<file path="config.mk">
export PLATFORM = sky130hd
export DESIGN_NAME = hd_bitop_arbiter
export DESIGN_NICKNAME = d
export VERILOG_FILES = /design/src/rtl/hd_bitop_pkg.sv /design/src/rtl/hd_bitop_kernel.sv /design/src/rtl/hd_bitop_arbiter.sv
export SDC_FILE = /design/constraint.sdc
export NUM_CORES = 1
export LEC_CHECK = 0
export CORE_MARGIN = 3
export CORE_UTILIZATION = 47
export CTS_CLUSTER_SIZE = 40
export DETAILED_ROUTE_END_ITERATION = 12
export PLACE_DENSITY = 0.81
export SLEW_MARGIN = 30
export SYNTH_ARGS = -nofsm -noshare
export SYNTH_HDL_FRONTEND = slang
export SYNTH_HIERARCHICAL = 1
export SYNTH_SLANG_ARGS = --single-unit
</file>
<file path="constraint.sdc">
create_clock -name clk -period 6.4 [get_ports clk]
set_input_delay 1.6 -clock clk [delete_from_list [all_inputs] [get_ports clk]]
set_output_delay 1.6 -clock clk [all_outputs]
set_load 0.005 [all_outputs]
</file>
<file path="src/rtl/hd_bitop_pkg.sv">
// Shared definitions for the rightmost-bit manipulation kernel and its arbiter.
package hd_bitop_pkg;

    localparam int OP_W = 3;

    typedef enum logic [OP_W-1:0] {
        OP_ISO1   = 3'd0,  // x & -x
        OP_ISO0   = 3'd1,  // ~x & (x+1)
        OP_CLR1   = 3'd2,  // x & (x-1)
        OP_TZMSK  = 3'd3,  // ~x & (x-1)
        OP_PROP1  = 3'd4,  // x | (x-1)
        OP_CLRRUN = 3'd5   // ((x | (x-1)) + 1) & x
    } op_e;

    // Codes 6 and 7 are reserved and reported as errors.
    function automatic logic is_legal_op(input logic [OP_W-1:0] op);
        return (op <= OP_CLRRUN);
    endfunction

endpackage

</file>
<file path="src/rtl/hd_bitop_kernel.sv">
// Combinational rightmost-bit kernel: isolate/clear/propagate family on a W-bit operand.
module hd_bitop_kernel
    import hd_bitop_pkg::*;
#(
    parameter int W = 8
) (
    input  logic [OP_W-1:0] op,
    input  logic [W-1:0]    x,
    output logic [W-1:0]    res,
    output logic            err
);

    localparam logic [W-1:0] ONE = W'(1);

    logic [W-1:0] x_dec;
    logic [W-1:0] x_inc;
    logic [W-1:0] x_neg;

    assign x_dec = x - ONE;
    assign x_inc = x + ONE;
    assign x_neg = ~x + ONE;

    // Select the requested identity; illegal codes yield zero with err set.
    always_comb begin
        res = '0;
        err = !is_legal_op(op);
        case (op)
            OP_ISO1:   res = x & x_neg;
            OP_ISO0:   res = ~x & x_inc;
            OP_CLR1:   res = x & x_dec;
            OP_TZMSK:  res = ~x & x_dec;
            OP_PROP1:  res = x | x_dec;
            OP_CLRRUN: res = ((x | x_dec) + ONE) & x;
            default:   res = '0;
        endcase
    end

endmodule

</file>
<file path="src/rtl/hd_bitop_arbiter.sv">
// Round-robin arbiter sharing one bit-op kernel among NREQ requesters,
// with a single registered result stage and valid/ready backpressure.
module hd_bitop_arbiter
    import hd_bitop_pkg::*;
#(
    parameter int NREQ = 4,
    parameter int W    = 8,
    parameter int IDW  = 2
) (
    input  logic                 clk,
    input  logic                 rst_n,
    input  logic [NREQ-1:0]      req_valid,
    output logic [NREQ-1:0]      req_ready,
    input  logic [NREQ*OP_W-1:0] req_op,
    input  logic [NREQ*W-1:0]    req_x,
    output logic                 out_valid,
    input  logic                 out_ready,
    output logic [W-1:0]         out_res,
    output logic [IDW-1:0]       out_id,
    output logic                 out_err
);

    localparam logic [IDW:0]      NREQ_EXT = (IDW+1)'(NREQ);
    localparam logic [IDW-1:0]    LAST_IDX = IDW'(NREQ-1);
    localparam logic [NREQ-1:0]   ONE_HOT0 = NREQ'(1);

    logic [IDW-1:0]     rr_ptr;
    logic               can_accept;
    logic               gnt_found;
    logic [IDW-1:0]     gnt_off;
    logic [IDW-1:0]     gnt_idx;
    logic [IDW:0]       gnt_sum;
    logic [2*NREQ-1:0]  valid_dbl;
    logic [NREQ-1:0]    valid_rot;
    logic               xfer;

    logic [OP_W-1:0]    op_p0;
    logic [W-1:0]       x_p0;
    logic [W-1:0]       kres_p0;
    logic               kerr_p0;

    logic               vld_p1;
    logic [W-1:0]       res_p1;
    logic [IDW-1:0]     id_p1;
    logic               err_p1;

    // A new result may enter when the register is empty or draining this cycle.
    assign can_accept = !vld_p1 || out_ready;

    // Rotate-priority encoder: rotate valids so rr_ptr sits at bit 0, take the
    // first set bit, then map the offset back to an absolute requester index.
    always_comb begin
        valid_dbl = {req_valid, req_valid} >> rr_ptr;
        valid_rot = valid_dbl[NREQ-1:0];
        gnt_found = 1'b0;
        gnt_off   = '0;
        for (int k = 0; k < NREQ; k++) begin
            if (!gnt_found && valid_rot[k]) begin
                gnt_found = 1'b1;
                gnt_off   = IDW'(k);
            end
        end
        gnt_sum = {1'b0, rr_ptr} + {1'b0, gnt_off};
        if (gnt_sum >= NREQ_EXT) begin
            gnt_sum = gnt_sum - NREQ_EXT;
        end
        gnt_idx = gnt_sum[IDW-1:0];
    end

    // Grant is a one-hot ready, suppressed under backpressure and during reset.
    always_comb begin
        req_ready = '0;
        if (rst_n && gnt_found && can_accept) begin
            req_ready = ONE_HOT0 << gnt_idx;
        end
    end

    assign xfer = |(req_valid & req_ready);

    // Route the granted requester's opcode and operand to the kernel.
    always_comb begin
        op_p0 = '0;
        x_p0  = '0;
        for (int k = 0; k < NREQ; k++) begin
            if (IDW'(k) == gnt_idx) begin
                op_p0 = req_op[k*OP_W +: OP_W];
                x_p0  = req_x[k*W +: W];
            end
        end
    end

    hd_bitop_kernel #(
        .W (W)
    ) u_kernel (
        .op  (op_p0),
        .x   (x_p0),
        .res (kres_p0),
        .err (kerr_p0)
    );

    // ---- stage p0 -> p1: result register ----

    // Valid flag and round-robin pointer: load on transfer, drain on pop.
    always_ff @(posedge clk or negedge rst_n) begin
        if (!rst_n) begin
            vld_p1 <= 1'b0;
            rr_ptr <= '0;
        end else if (xfer) begin
            vld_p1 <= 1'b1;
            rr_ptr <= (gnt_idx == LAST_IDX) ? '0 : gnt_idx + IDW'(1);
        end else if (out_ready) begin
            vld_p1 <= 1'b0;
        end
    end

    // Result payload: captured only on a transfer, otherwise held stable.
    always_ff @(posedge clk or negedge rst_n) begin
        if (!rst_n) begin
            res_p1 <= '0;
            id_p1  <= '0;
            err_p1 <= 1'b0;
        end else if (xfer) begin
            res_p1 <= kres_p0;
            id_p1  <= gnt_idx;
            err_p1 <= kerr_p0;
        end
    end

    assign out_valid = vld_p1;
    assign out_res   = res_p1;
    assign out_id    = id_p1;
    assign out_err   = err_p1;

endmodule

</file>
-- After elaboration in Yosys (flattened, before gate mapping)
Index checks and enable logic that the tools add are counted.
- bits in registers: 14
- latch bits: 0
- RAM bits: 0
- ROM bits: 0
- bits of input ports: 51
- output and inout port bits: 16
- word-level logic and storage cells: 69
- memories kept: 0
- add/sub/neg operators: 7
- $mul: 0
- div/mod/pow operators: 0
- order comparisons: 2
- equality and inequality tests: 9
- shifts and indexed selects: 2
- multiplexer cells: 21
- bitwise operators: 8
- reductions and logical operators: 15
- operator list (cell ; number):
    $pmux 8 s6 ; 1
    $and 8x8->8 ; 5
    $mux 8 ; 4
    $add 8x1->8 const B ; 3
    $mux 3 ; 4
    $mux 2 ; 4
    $not 8->8 ; 1
    $or 8x8->8 ; 1
    $shr 8x2->4 ; 1
    $sub 8x1->8 const B ; 1
    $mux 1 ; 7
    $eq 3x2->1 const B ; 2
    $eq 3x3->1 const B ; 2
    $logic_and 1x1->1 ; 5
    $logic_not 1->1 ; 5
    $and 4x4->4 ; 1
    $eq 2x2->1 const A ; 2
    $mux 4 ; 1
    $reduce_or 4->1 ; 1
    $shl 1x2->4 const A ; 1
    $add 2x2->3 ; 1
    $eq 3x1->1 const B ; 1
    $ge 3x3->1 const B ; 1
    $le 3x3->1 const B ; 1
    8 further kinds ; 8

-- Depth between registers and ports, before layout
Gate-level depths: netlist (run 1).
- word-level depth: 24
- gate-level depth with buffers: 29
- gate-level depth less buffers: 25

-- Hierarchy
The synthesis (run 1) kept the hierarchy.
- by module, submodules not included (module ; times used ; cells an instance ; area each (um^2) ; seq. area each (um^2)):
    hd_bitop_arbiter ; 1 ; 159 ; 1280.0 ; 350.3
    hd_bitop_kernel ; 1 ; 122 ; 773.2 ; 0.0

-- Worst setup path before layout (run 1)
OpenSTA, ideal clock, no wires.
- path kind: input to register
- start point: input port req_valid[0]
- end point: register res_p1[7] (netlist: out_res[7])
- setup time: 125 ps
- arrival: 6037 ps
- required time: 6275 ps
- setup slack: 239 ps
- stages: 27
- path buffers: 4
- path through: clkbuf_1 -> o21a_1 -> a21oi_1 -> o211ai_1 -> ha_1 -> xor2_1 -> or3_4 -> and2_1 -> clkbuf_1 -> inv_1 -> ha_1 -> clkbuf_1 -> nor2_1 -> a21oi_1 -> o21ai_0 -> mux2_2 -> clkbuf_2 -> inv_1 -> ha_1 -> nand2_1 -> ha_1 -> nor4_2 -> nand2_1 -> xor2_1 -> a211oi_1 -> o21ai_0 -> mux2_2
- cells in the longest elaborated chain, start to end: 24
- elaborated cells between the ends (all ways): 54
- those cells by class: 6 x add/sub; 1 x order compare; 8 x eq/ne; 2 x shift; 18 x mux; 8 x bitwise; 11 x reduce/logical
- RTL lines (what ; RTL line ; text):
    start, declared ; hd_bitop_arbiter.sv:12 ; input logic [NREQ-1:0] req_valid,
    $shr 8x2->4 (*) ; hd_bitop_arbiter.sv:53 ; valid_dbl = {req_valid, req_valid} >> rr_ptr;
    $mux 1 ; hd_bitop_arbiter.sv:58 ; if (!gnt_found && valid_rot[k]) begin
    $logic_not 1->1 ; hd_bitop_arbiter.sv:58 ;
    $logic_and 1x1->1 ; hd_bitop_arbiter.sv:58 ;
    $mux 1 ; hd_bitop_arbiter.sv:58 ;
    $logic_not 1->1 ; hd_bitop_arbiter.sv:58 ;
    $logic_and 1x1->1 ; hd_bitop_arbiter.sv:58 ;
    $mux 1 ; hd_bitop_arbiter.sv:58 ;
    [... 6 more ...] ; - ;
    via gnt_sum[1] ; hd_bitop_arbiter.sv:32 ; logic [IDW:0] gnt_sum;
    [... 4 more ...] ; - ;
    $mux 8 (*) ; hd_bitop_arbiter.sv:85 ; if (IDW'(k) == gnt_idx) begin
    via x_p0[1] ; hd_bitop_arbiter.sv:38 ; logic [W-1:0] x_p0;
    $sub 8x1->8 ; hd_bitop_kernel.sv:19 ; assign x_dec = x - ONE;
    $or 8x8->8 ; hd_bitop_kernel.sv:32, hd_bitop_kernel.sv:33 ;
    $add 8x1->8 ; hd_bitop_kernel.sv:33 ; OP_CLRRUN: res = ((x | x_dec) + ONE) & x;
    $and 8x8->8 ; hd_bitop_kernel.sv:33 ;
    $pmux 8 s6 (*) ; hd_bitop_kernel.sv:27 ; case (op)
    via kres_p0[7] ; hd_bitop_arbiter.sv:39 ; logic [W-1:0] kres_p0;
    end signal, assigned ; hd_bitop_arbiter.sv:123 ; res_p1 <= kres_p0;
    end, declared ; hd_bitop_arbiter.sv:43 ; logic [W-1:0] res_p1;
The timed path passes the listed nets; every way through them passes the cells marked *.
A chain may end at the register's enable or synchronous reset.

-- Final worst setup path (run 1)
- start point: input port req_valid[3]
- end point: output port req_ready[0]
- cells in the longest elaborated chain, start to end: 16
- elaborated cells between the ends (all ways): 22
- those cells by class: 2 x add/sub; 1 x order compare; 2 x shift; 9 x mux; 8 x reduce/logical
- RTL lines (what ; RTL line ; text):
    $shr 8x2->4 (*) ; hd_bitop_arbiter.sv:53 ;
    $mux 1 ; hd_bitop_arbiter.sv:58 ;
    $logic_not 1->1 ; hd_bitop_arbiter.sv:58 ;
    $logic_and 1x1->1 ; hd_bitop_arbiter.sv:58 ;
    $mux 1 ; hd_bitop_arbiter.sv:58 ;
    $logic_not 1->1 ; hd_bitop_arbiter.sv:58 ;
    $logic_and 1x1->1 ; hd_bitop_arbiter.sv:58 ;
    $mux 1 ; hd_bitop_arbiter.sv:58 ;
    $logic_not 1->1 ; hd_bitop_arbiter.sv:58 ;
    $logic_and 1x1->1 ; hd_bitop_arbiter.sv:58 ;
    $mux 2 ; hd_bitop_arbiter.sv:58 ;
    $add 2x2->3 ; hd_bitop_arbiter.sv:63 ; gnt_sum = {1'b0, rr_ptr} + {1'b0, gnt_off};
    $ge 3x3->1 or $sub 2x1->2 (tied branches) ; hd_bitop_arbiter.sv:64, hd_bitop_arbiter.sv:65 ;
    $mux 2 ; hd_bitop_arbiter.sv:64 ; if (gnt_sum >= NREQ_EXT) begin
    $shl 1x2->4 ; hd_bitop_arbiter.sv:74 ; req_ready = ONE_HOT0 << gnt_idx;
    $mux 4 (*) ; hd_bitop_arbiter.sv:73 ; if (rst_n && gnt_found && can_accept) begin
    end, declared ; hd_bitop_arbiter.sv:13 ; output logic [NREQ-1:0] req_ready,
Every way passes the cells marked *; elsewhere a longest branch is shown, timed or not.

==> metrics, run 1 <==
global router's overall resource usage 0.2522; vias in the first global route 2307; Syn Area/Cell 7.307 µm²; Seq/Total Area, Yosys 0.1706; initial antenna violation count 0; simple-gate area share of the yosys netlist 0.2706; IO Port Bufs 66; IO Count 67; main combinational cell family by area after synthesis simple AND/OR/NAND/NOR gates; Sum Neg Setup Slack 0 ns; First-pass DRT Iterations 4; pre-CTS setup slack -0.06207 ns; share of cells above drive strength 1 0.1956; Max Cap Viol 0; Synth Area in Compound Gates 0.2541; H-tree depth 1; Syn Inst Count 281; Num CTS Buffers 3; wl on met1 2.874 mm; Post-DRT Antenna Nets 0; Post-Synth XOR/XNOR Area 0.02986; share of the clock period used by the worst path 0.9683; Top Layer Used met4; filler cell count 328; Synth async-reset ratio 1.000; crit path kind in -> out; pin count of the biggest net entering global routing 18; WL final 6.419 mm; Hold Path Sink out_err$_DFFE_PN0P_; clock buffer depth 2; FF-to-FF Start rr_ptr[0]$_DFFE_PN0P_; metal2 WL 3.042 mm; clk_lat worst skew 0.24 ns; total gr overflow 0; clock transition at the registers of the reported paths 0.05 ns; initial DRC count 119; Die ar. 5198 µm²; first-pass GRT wire length 10.67 mm; Slew Limit Fails 0; Worst R2R Path Depth 24; via count 2350; skew final 0.0009948 ns; Clock Tree Root clkbuf_8; critical path startpoint req_valid[3]; worst hold path type reg -> reg; global placer's final weighted congestion 1.006; met3 WL 463 µm; Inserted Diodes 0; CP arrival 4.60 ns; Synth Register Bits 14; Final setup viols 0; post-synth net total 345; Final nets 428; final hold violations 0; EDFF count, synth 0; startpoint types input pin; area added between synthesis and finish 46.62%; die height 72.10 µm; initial core utilization 0.4989; CTS tree built; Setup crit end kind primary output; row cnt 23; FF-to-FF End out_res[5]$_DFFE_PN0P_; Adder-Cell Fraction of Synth Area 0.07922; Slew @ Worst Pin 0.5671 ns; Synth cell types 50; unrepaired setup endpoints after global routing false; Residual DRC 0; WP data required 4.80 ns; status finished clean; reg2reg setup slack 1.72 ns; hold depth 1; Yosys warning count 6; mux share of post-synthesis cell area 0.1255; die extent in x 72.10 µm; final worst slack 0.2031 ns; crit-path max FO 12; Max Fclk 161.4 MHz; Top FF cell, synth dfrtp_1; Sink Count 14; Vias per Instance 5.690; # hold bufs at CTS 0; min Tclk post-route 6.197 ns; per-cell routed wire length 15.54 µm; Slew Limit Headroom 0.6191; area of the mapped netlist 2053 µm²; hold wc startpoint out_err$_DFFE_PN0P_; core area 4115 µm²; HPWL Detailed 5.024 mm
==> repair_timing <==
item                                    CTS  global route
endpoints found under the setup margin    0             6
endpoints found under the hold margin     0             0
buffers inserted                          0             0
resized for setup                         0             7
==> flip-flops by register name, indices dropped and copies added, names as in the netlist <==
name / flops
out_err: 1
out_res: 8
out_id: 2
rr_ptr: 2
out_valid: 1
==> worst max path at each step <==
stage                                        end  slack, ns  cells past startpoint
final                               req_ready[0]       0.20                     13
after global routing      out_res[5]$_DFFE_PN0P_      0.002                     26
after CTS                 out_res[7]$_DFFE_PN0P_       0.17                     25
after detailed placement  out_res[7]$_DFFE_PN0P_      -0.06                     25
after global placement    out_res[7]$_DFFE_PN0P_       0.10                     24
after floorplan           out_res[7]$_DFFE_PN0P_       0.24                     27
==> cells in the mapped netlist (3+ instances only) <==
master | n | area share
buf_4 | 3 | 0.011
nor2_1 | 30 | 0.055
nor2b_1 | 5 | 0.015
nand3_1 | 6 | 0.015
a31oi_1 | 3 | 0.0091
inv_1 | 14 | 0.026
mux2_2 | 22 | 0.12
buf_2 | 6 | 0.015
o21ai_0 | 22 | 0.054
ha_1 | 13 | 0.079
and2_1 | 6 | 0.018
dfrtp_1 | 14 | 0.17
nand2_1 | 34 | 0.062
a211oi_1 | 5 | 0.018
xnor2_1 | 4 | 0.017
clkbuf_1 | 8 | 0.015
a32oi_1 | 3 | 0.013
or2_2 | 3 | 0.0091
nor3_1 | 6 | 0.015
xor2_1 | 3 | 0.013
nor4_1 | 3 | 0.0091
o32a_1 | 5 | 0.024
a21oi_1 | 23 | 0.056
nand2b_1 | 6 | 0.018
==> metrics by stage <==
| stage | hold WS [ns] | area (µm²) | utilization | instances |
|---|---|---|---|---|
| floorplan | 0.4980 | 2053 | - | 281 |
| global placement | 0.4860 | 2927 | 0.7112 | 409 |
| detailed placement | 0.4917 | 2927 | 0.7112 | 409 |
| CTS | 0.5070 | 2982 | 0.7245 | 413 |
| global route | 0.5349 | 3010 | 0.7315 | 413 |
| finish | 0.5019 | 3010 | 0.7315 | 413 |
==> critical path, cell delays in order <==
cell and delay (ns):
clkdlybuf4s50_1 0.57, nor2_1 0.10, o21a_1 0.11, a21oi_1 0.13, o211ai_1 0.11, ha_2 0.21, xor2_1 0.15, or3_4 0.33
and2_1 0.17, inv_1 0.12, ha_2 0.32, and2_1 0.15, clkdlybuf4s50_1 0.50
==> final cells by class <==
class                      count  area (µm²)  area share
clock buffer                   4       55.05     0.01829
multi-input combinational    234        1588      0.5274
sequential                    14       350.3      0.1164
timing repair buffer          96       898.4      0.2984
tap                           50       62.56     0.02078
inverter                      15       56.30     0.01870
==> metal layers <==
metal,GRT usage,up-vias
met3,0.03601,6
met2,0.4146,87
met4,0.06472,0
met5,0,-
li1,-,1175
met1,0.3464,1082
==> cells by family (layout without fill, tap and decap cells) <==
logic type / count (synthesis) / after routing
AO/OA/AOI/OAI: 79 / 79
XOR/XNOR: 7 / 7
adder cells (fa/ha/maj): 13 / 13
buffers and inverters: 33 / 115
flip-flops: 14 / 14
multiplexers: 23 / 23
AND/OR/NAND/NOR: 112 / 112
==> layout by cell type, fill, tap and decap left out, types with 2 or more instances in the layout <==
cell type and instances:
o21ai_1 2, o211ai_1 2, inv_1 14, nand2b_1 6, clkbuf_8 4, nor2b_1 5
nand4_1 2, ha_1 9, a32oi_1 3, xnor2_1 4, nor3_1 6, ha_2 3
a31oi_1 3, nor3b_1 2, clkdlybuf4s50_1 66, buf_4 29, nand3_1 6, a22oi_1 2
o32a_1 5, nor4_1 3, mux2_2 22, or2_2 3, dfrtp_1 14, o21ai_0 21
xor2_1 3, or3b_2 2, a21oi_1 23, and2_1 6, o21a_1 2, nand2_1 34
a211oi_1 5, o22ai_1 2, nor2_1 30
Power of run 1 is not shown: default switching activity piles up to over one toggle a cycle in this logic, so the estimate is an artifact.
==> run 2, diff against run 1 <==
--- a/config.mk
+++ b/config.mk
@@ -9,6 +9,7 @@
 export CORE_UTILIZATION = 47
 export CTS_CLUSTER_SIZE = 40
 export DETAILED_ROUTE_END_ITERATION = 12
+export MAX_ROUTING_LAYER = met4
 export PLACE_DENSITY = 0.81
 export SLEW_MARGIN = 30
 export SYNTH_ARGS = -nofsm -noshare
==> run 2 against run 1 <==
Compared with the run above: register-to-register slack lost 0.09 ns; clock-buffer cell count did not move; sequential cell count did not move; via count up 0.64%; critical endpoint is now out_res[5]$_DFFE_PN0P_; largest cell class unchanged.
==> metrics, run 2 (same netlist as run 1, synthesis figures left out) <==
status finished clean; via count 2365 (+0.64%); HPWL Detailed 5.158 mm (+2.7%); core area 4115 µm² (unchanged); Worst path max stage delay 0.45 ns (-0.12 ns); hold_ws 0.5070 ns (+0.005144 ns); row cnt 23 (unchanged); WL final 6.453 mm (+0.53%); H-tree depth 1 (unchanged); Slew Limit Fails 0 (unchanged); Max Cap Viol 0 (unchanged); met2 usage 0.4186 (+0.004044); met1 usage 0.3328 (-0.01369); Vias per Instance 5.740 (+0.88%); Final setup viols 0 (unchanged); crit path kind in -> reg; First-pass DRT Iterations 5 (+1); Top Usage Layer GRT met2; most frequent cells in the layout 62 x clkdlybuf4s50_1, 34 x nand2_1, 29 x buf_4, 28 x nor2_1, 23 x a21oi_1; Num CTS Buffers 3 (unchanged); first-pass GRT wire length 10.54 mm (-1.3%); Inserted Diodes 0 (unchanged); Die ar. 5198 µm² (unchanged); area added between synthesis and finish 45.52%; Clock Tree Root clkbuf_8; startpoint types input pin; Sink Count 14 (unchanged); initial antenna violation count 0 (unchanged); share of the clock period used by the worst path 0.9157 (-0.05256); critical path's most frequent cell buf_4; global placer's final weighted congestion 0.9247 (-8.1%); CTS tree built; vias in the first global route 2286 (-0.91%); max reg flops 8 (unchanged); filler cell count 318 (-3.0%); share of cells above drive strength 1 0.1906 (-0.004985); worst-path cell chain dlymetal6s2s_1 > buf_4 > or3b_2 > a21oi_1 > or3_4 > and2_1 > inv_1 > ha_1 > buf_4 > buf_4 > a21oi_1 > o21ai_0 > mux2_2 > inv_1 > ha_1 > nand2_1 > ha_1 > nor4_4 > buf_4 > xnor2_1 > a211oi_1 > o31ai_1 > mux2_2; unrepaired setup endpoints after global routing false; clk_lat worst skew 0.24 ns (about the same); final hold violations 0 (unchanged); min Tclk post-route 5.861 ns (-0.3364 ns); # hold bufs at CTS 0 (unchanged); IO Port Bufs 66 (unchanged); global router's overall resource usage 0.2554 (+0.003264); Final Cell Area 2988 µm² (-0.75%); slowest CP cell or3b_2; Sum Neg Setup Slack 0 ns (unchanged); crit-path max FO 14 (+2); die extent in x 72.10 µm (unchanged); pin count of the biggest net entering global routing 18 (unchanged); WP data required 6.52 ns (+1.72 ns); Post-DRT Antenna Nets 0 (unchanged); Final nets 427 (-0.23%); skew final 0.001811 ns (+0.0008160 ns); total gr overflow 0 (unchanged); die height 72.10 µm (unchanged); Setup crit end kind register; met3 Use GR 0.04017 (+0.004155); placed cell areas 2907 µm² (-0.68%); Slew Limit Headroom 0.5801 (-0.03891); postcts setup bufs 0 (unchanged); per-cell routed wire length 15.66 µm (+0.77%); Max Fclk 170.6 MHz (+5.7%); clock buffer depth 2 (unchanged); clock transition at the registers of the reported paths 0.05 ns (about the same); initial core utilization 0.4989 (unchanged); initial DRC count 136 (+14%); worst hold path type reg -> reg; Slew @ Worst Pin 0.6250 ns (+0.05792 ns); CP arrival 5.98 ns (+1.38 ns); IO Count 67 (unchanged); commonest non-fill, non-tap cell in the layout clkdlybuf4s50_1; Residual DRC 0 (unchanged)
run 2: changes by cell type in the layout (fill, tap and decap cells not counted):
cell	before	now
ha_4	1	0
buf_12	1	0
o21ai_0	21	22
nor2_2	0	2
ha_1	9	12
nor2_1	30	28
o21ai_1	2	1
dlymetal6s2s_1	0	4
clkdlybuf4s50_1	66	62
ha_2	3	1
run 2: repair_timing:
item	4_1_cts	5_1_grt
setup endpoints to repair	0	4
resized for setup	0	8
endpoints found under the hold margin	0	0
run 2: area by class of cell:
class                           count  area, µm²  share of cell area
Clock buffer                        4      55.05             0.01843
Inverter                           15      56.30             0.01884
Multi-Input combinational cell    234       1575              0.5272
Sequential cell                    14      350.3              0.1173
Tap cell                           50      62.56             0.02094
Timing Repair Buffer               95      888.4              0.2973
run 2: final timing paths:
path / from / to / slack [ns] / cells past startpoint
hold reg to reg: out_res[4]$_DFFE_PN0P_ / out_res[4]$_DFFE_PN0P_ / 0.51 / 1
setup / recovery: req_valid[3] / out_res[5]$_DFFE_PN0P_ / 0.54 / 23
setup reg to reg: rr_ptr[0]$_DFFE_PN0P_ / out_res[5]$_DFFE_PN0P_ / 1.63 / 24
max in group asynchronous: rst_n / out_res[6]$_DFFE_PN0P_ / 4.56 / 2
hold / removal: out_res[4]$_DFFE_PN0P_ / out_res[4]$_DFFE_PN0P_ / 0.51 / 1
min in group asynchronous: rst_n / out_res[0]$_DFFE_PN0P_ / 1.67 / 2
run 2: worst max-delay path: cells and delay by family:
kind,cells,cell delay [ns]
fa+ha+maj,3,0.70
simple gates,5,1.21
compound gates,5,0.85
mux,2,0.56
xor+xnor,1,0.06
buf+inv,7,1.01
run 2: routing by layer:
metal	up-vias	routed length, µm
met1	1093	2849
met3	8	481
li1	1172	-
met2	92	3067
met5	-	0
met4	0	55
run 2: per-stage QoR:
| step | setup WS, ns | std cells | utilization |
|---|---|---|---|
| global route | 0.2114 | 412 | 0.7261 |
| detailed placement | 0.02092 | 408 | 0.7063 |
| finish | 0.5395 | 412 | 0.7261 |
| global placement | 0.08627 | 408 | 0.7063 |
| floorplan | 0.2386 | 281 | - |
| CTS | 0.2179 | 412 | 0.7197 |
Power of run 2 is left out for the same reason.
==> run 3, diff against run 2 <==
--- a/config.mk
+++ b/config.mk
@@ -5,7 +5,7 @@
 export SDC_FILE = /design/constraint.sdc
 export NUM_CORES = 1
 export LEC_CHECK = 0
-export CORE_MARGIN = 3
+export CORE_MARGIN = 2
 export CORE_UTILIZATION = 47
 export CTS_CLUSTER_SIZE = 40
 export DETAILED_ROUTE_END_ITERATION = 12
==> run 3 against run 2 <==
Compared with the run above: routed wire length down 7.5%; worst hold slack lost 0.0032 ns; critical path depth fell by 10; sequential share of layout area shrank 0.083 points; via count down 1.7%; critical endpoint is now req_ready[0]; design area rose by 0.71%.
==> metrics, run 3 (same netlist as run 1, synthesis figures left out) <==
Die ar. 4913 µm² (-5.5%); max reg flops 8 (unchanged); clock transition at the registers of the reported paths 0.05 ns (about the same); initial antenna violation count 0 (unchanged); unrepaired setup endpoints after global routing true; most frequent cells in the layout 64 x clkdlybuf4s50_1, 34 x nand2_1, 30 x nor2_1, 26 x buf_4, 23 x a21oi_1; core area 4294 µm² (+4.3%); worst hold path type reg -> reg; Top Usage Layer GRT met2; global placer's final weighted congestion 0.9653 (+4.4%); met2 usage 0.4392 (+0.02055); global router's overall resource usage 0.2485 (-0.006982); final hold violations 0 (unchanged); area added between synthesis and finish 46.56%; Final nets 425 (-0.47%); clock buffer depth 2 (unchanged); crit-path max FO 12 (-2); die height 70.10 µm (-2.8%); Setup crit end kind primary output; H-tree depth 1 (unchanged); Max Fclk 161.7 MHz (-5.2%); hold_ws 0.5039 ns (-0.003192 ns); status finished clean; die extent in x 70.10 µm (-2.8%); share of the clock period used by the worst path 0.9663 (+0.05061); Layout Utilization 0.7008 (-0.02530); Max Cap Viol 0 (unchanged); Clock Tree Root clkbuf_8; per-cell routed wire length 14.49 µm (-7.5%); via count 2325 (-1.7%); Slew @ Worst Pin 0.5994 ns (-0.02559 ns); skew final 0.0004395 ns (-0.001371 ns); total gr overflow 0 (unchanged); Slew Limit Fails 0 (unchanged); Vias per Instance 5.643 (-1.7%); Sink Count 14 (unchanged); met3 Use GR 0.02597 (-0.01419); share of cells above drive strength 1 0.1944 (+0.003837); commonest non-fill, non-tap cell in the layout clkdlybuf4s50_1; IO Count 67 (unchanged); Worst path max stage delay 0.54 ns (+0.09 ns); postcts setup bufs 0 (unchanged); Post-DRT Antenna Nets 0 (unchanged); pin count of the biggest net entering global routing 20 (+2); met1 usage 0.2977 (-0.03508); min Tclk post-route 6.184 ns (+0.3239 ns); IO Port Bufs 66 (unchanged); initial DRC count 155 (+14%); slowest CP cell clkdlybuf4s50_1; first-pass GRT wire length 10.04 mm (-4.7%); HPWL Detailed 4.835 mm (-6.3%); Final setup viols 0 (unchanged); First-pass DRT Iterations 4 (-1); initial core utilization 0.4781 (-0.02079); Slew Limit Headroom 0.6004 (+0.02027); vias in the first global route 2317 (+1.4%); WL final 5.970 mm (-7.5%); Residual DRC 0 (unchanged); CTS tree built; worst-path cell chain clkdlybuf4s50_1 > nor2_1 > o21a_1 > a21oi_1 > o211ai_1 > ha_1 > xor2_1 > or3_4 > and2_1 > inv_1 > ha_2 > and2_1 > clkdlybuf4s50_1; Num CTS Buffers 3 (unchanged); WP data required 4.80 ns (-1.72 ns); clk_lat worst skew 0.24 ns (about the same); crit path kind in -> out; CP arrival 4.58 ns (-1.40 ns); Inserted Diodes 0 (unchanged); row cnt 24 (+4.3%); reg2reg setup slack 1.77 ns (+0.14 ns); startpoint types input pin
run 3: cell count changes in the layout (fill, tap and decap cells not counted), moves of 2 or more:
cell and delta:
buf_4 -3, clkdlybuf4s50_1 +2, dlymetal6s2s_1 -2, ha_1 -2
nor2_1 +2, nor2_2 -2
run 3: worst paths after layout:
| check | startpoint | endpoint | depth (start not counted) |
|---|---|---|---|
| setup / recovery | req_valid[3] | req_ready[0] | 13 |
| hold / removal | out_res[4]$_DFFE_PN0P_ | out_res[4]$_DFFE_PN0P_ | 1 |
| setup reg to reg | rr_ptr[0]$_DFFE_PN0P_ | out_res[7]$_DFFE_PN0P_ | 23 |
| hold reg to reg | out_res[4]$_DFFE_PN0P_ | out_res[4]$_DFFE_PN0P_ | 1 |
| max in group asynchronous | rst_n | out_valid$_DFFE_PN0P_ | 2 |
| min in group asynchronous | rst_n | out_res[6]$_DFFE_PN0P_ | 2 |
run 3: worst max-delay path: cells and delay by family:
kind	cells	cell delay (ns)
adders and majority gates	2	0.54
and+or+nand+nor	4	0.78
xor gates and xnor gates	1	0.16
AOI/OAI and AO/OA	3	0.33
buffers and inverters	3	1.17
run 3: stage by stage:
step	std cells	setup slack [ns]	instance area [µm²]	TNS (ns)
2_1_floorplan	281	0.2386	2053	0
3_3_place_gp	408	0.1035	2907	0
3_5_place_dp	408	-0.04647	2907	-0.06157
4_1_cts	412	0.07979	2962	0
5_1_grt	412	0.003912	3009	0
6_report	412	0.2156	3009	0
run 3: timing repair:
action / 4_1_cts / 5_1_grt
hold buffers: 0 / 0
setup endpoints to repair: 0 / 8
gates resized for setup: 0 / 10
run 3: area by class of cell:
cell class / instances / area [µm²]
clock buffer: 4 / 55.05
fill: 360 / 1285
inverter: 15 / 56.30
multi-input combinational: 234 / 1602
sequential: 14 / 350.3
tap: 52 / 65.06
timing repair buffer: 93 / 880.8
run 3: metal layers:
metal | up-vias | part of all wire
li1 | 1173 | -
met1 | 1057 | 0.42
met2 | 89 | 0.52
met3 | 6 | 0.056
met4 | 0 | 0.0070
met5 | - | 0
Power of run 3 is left out for the same reason.
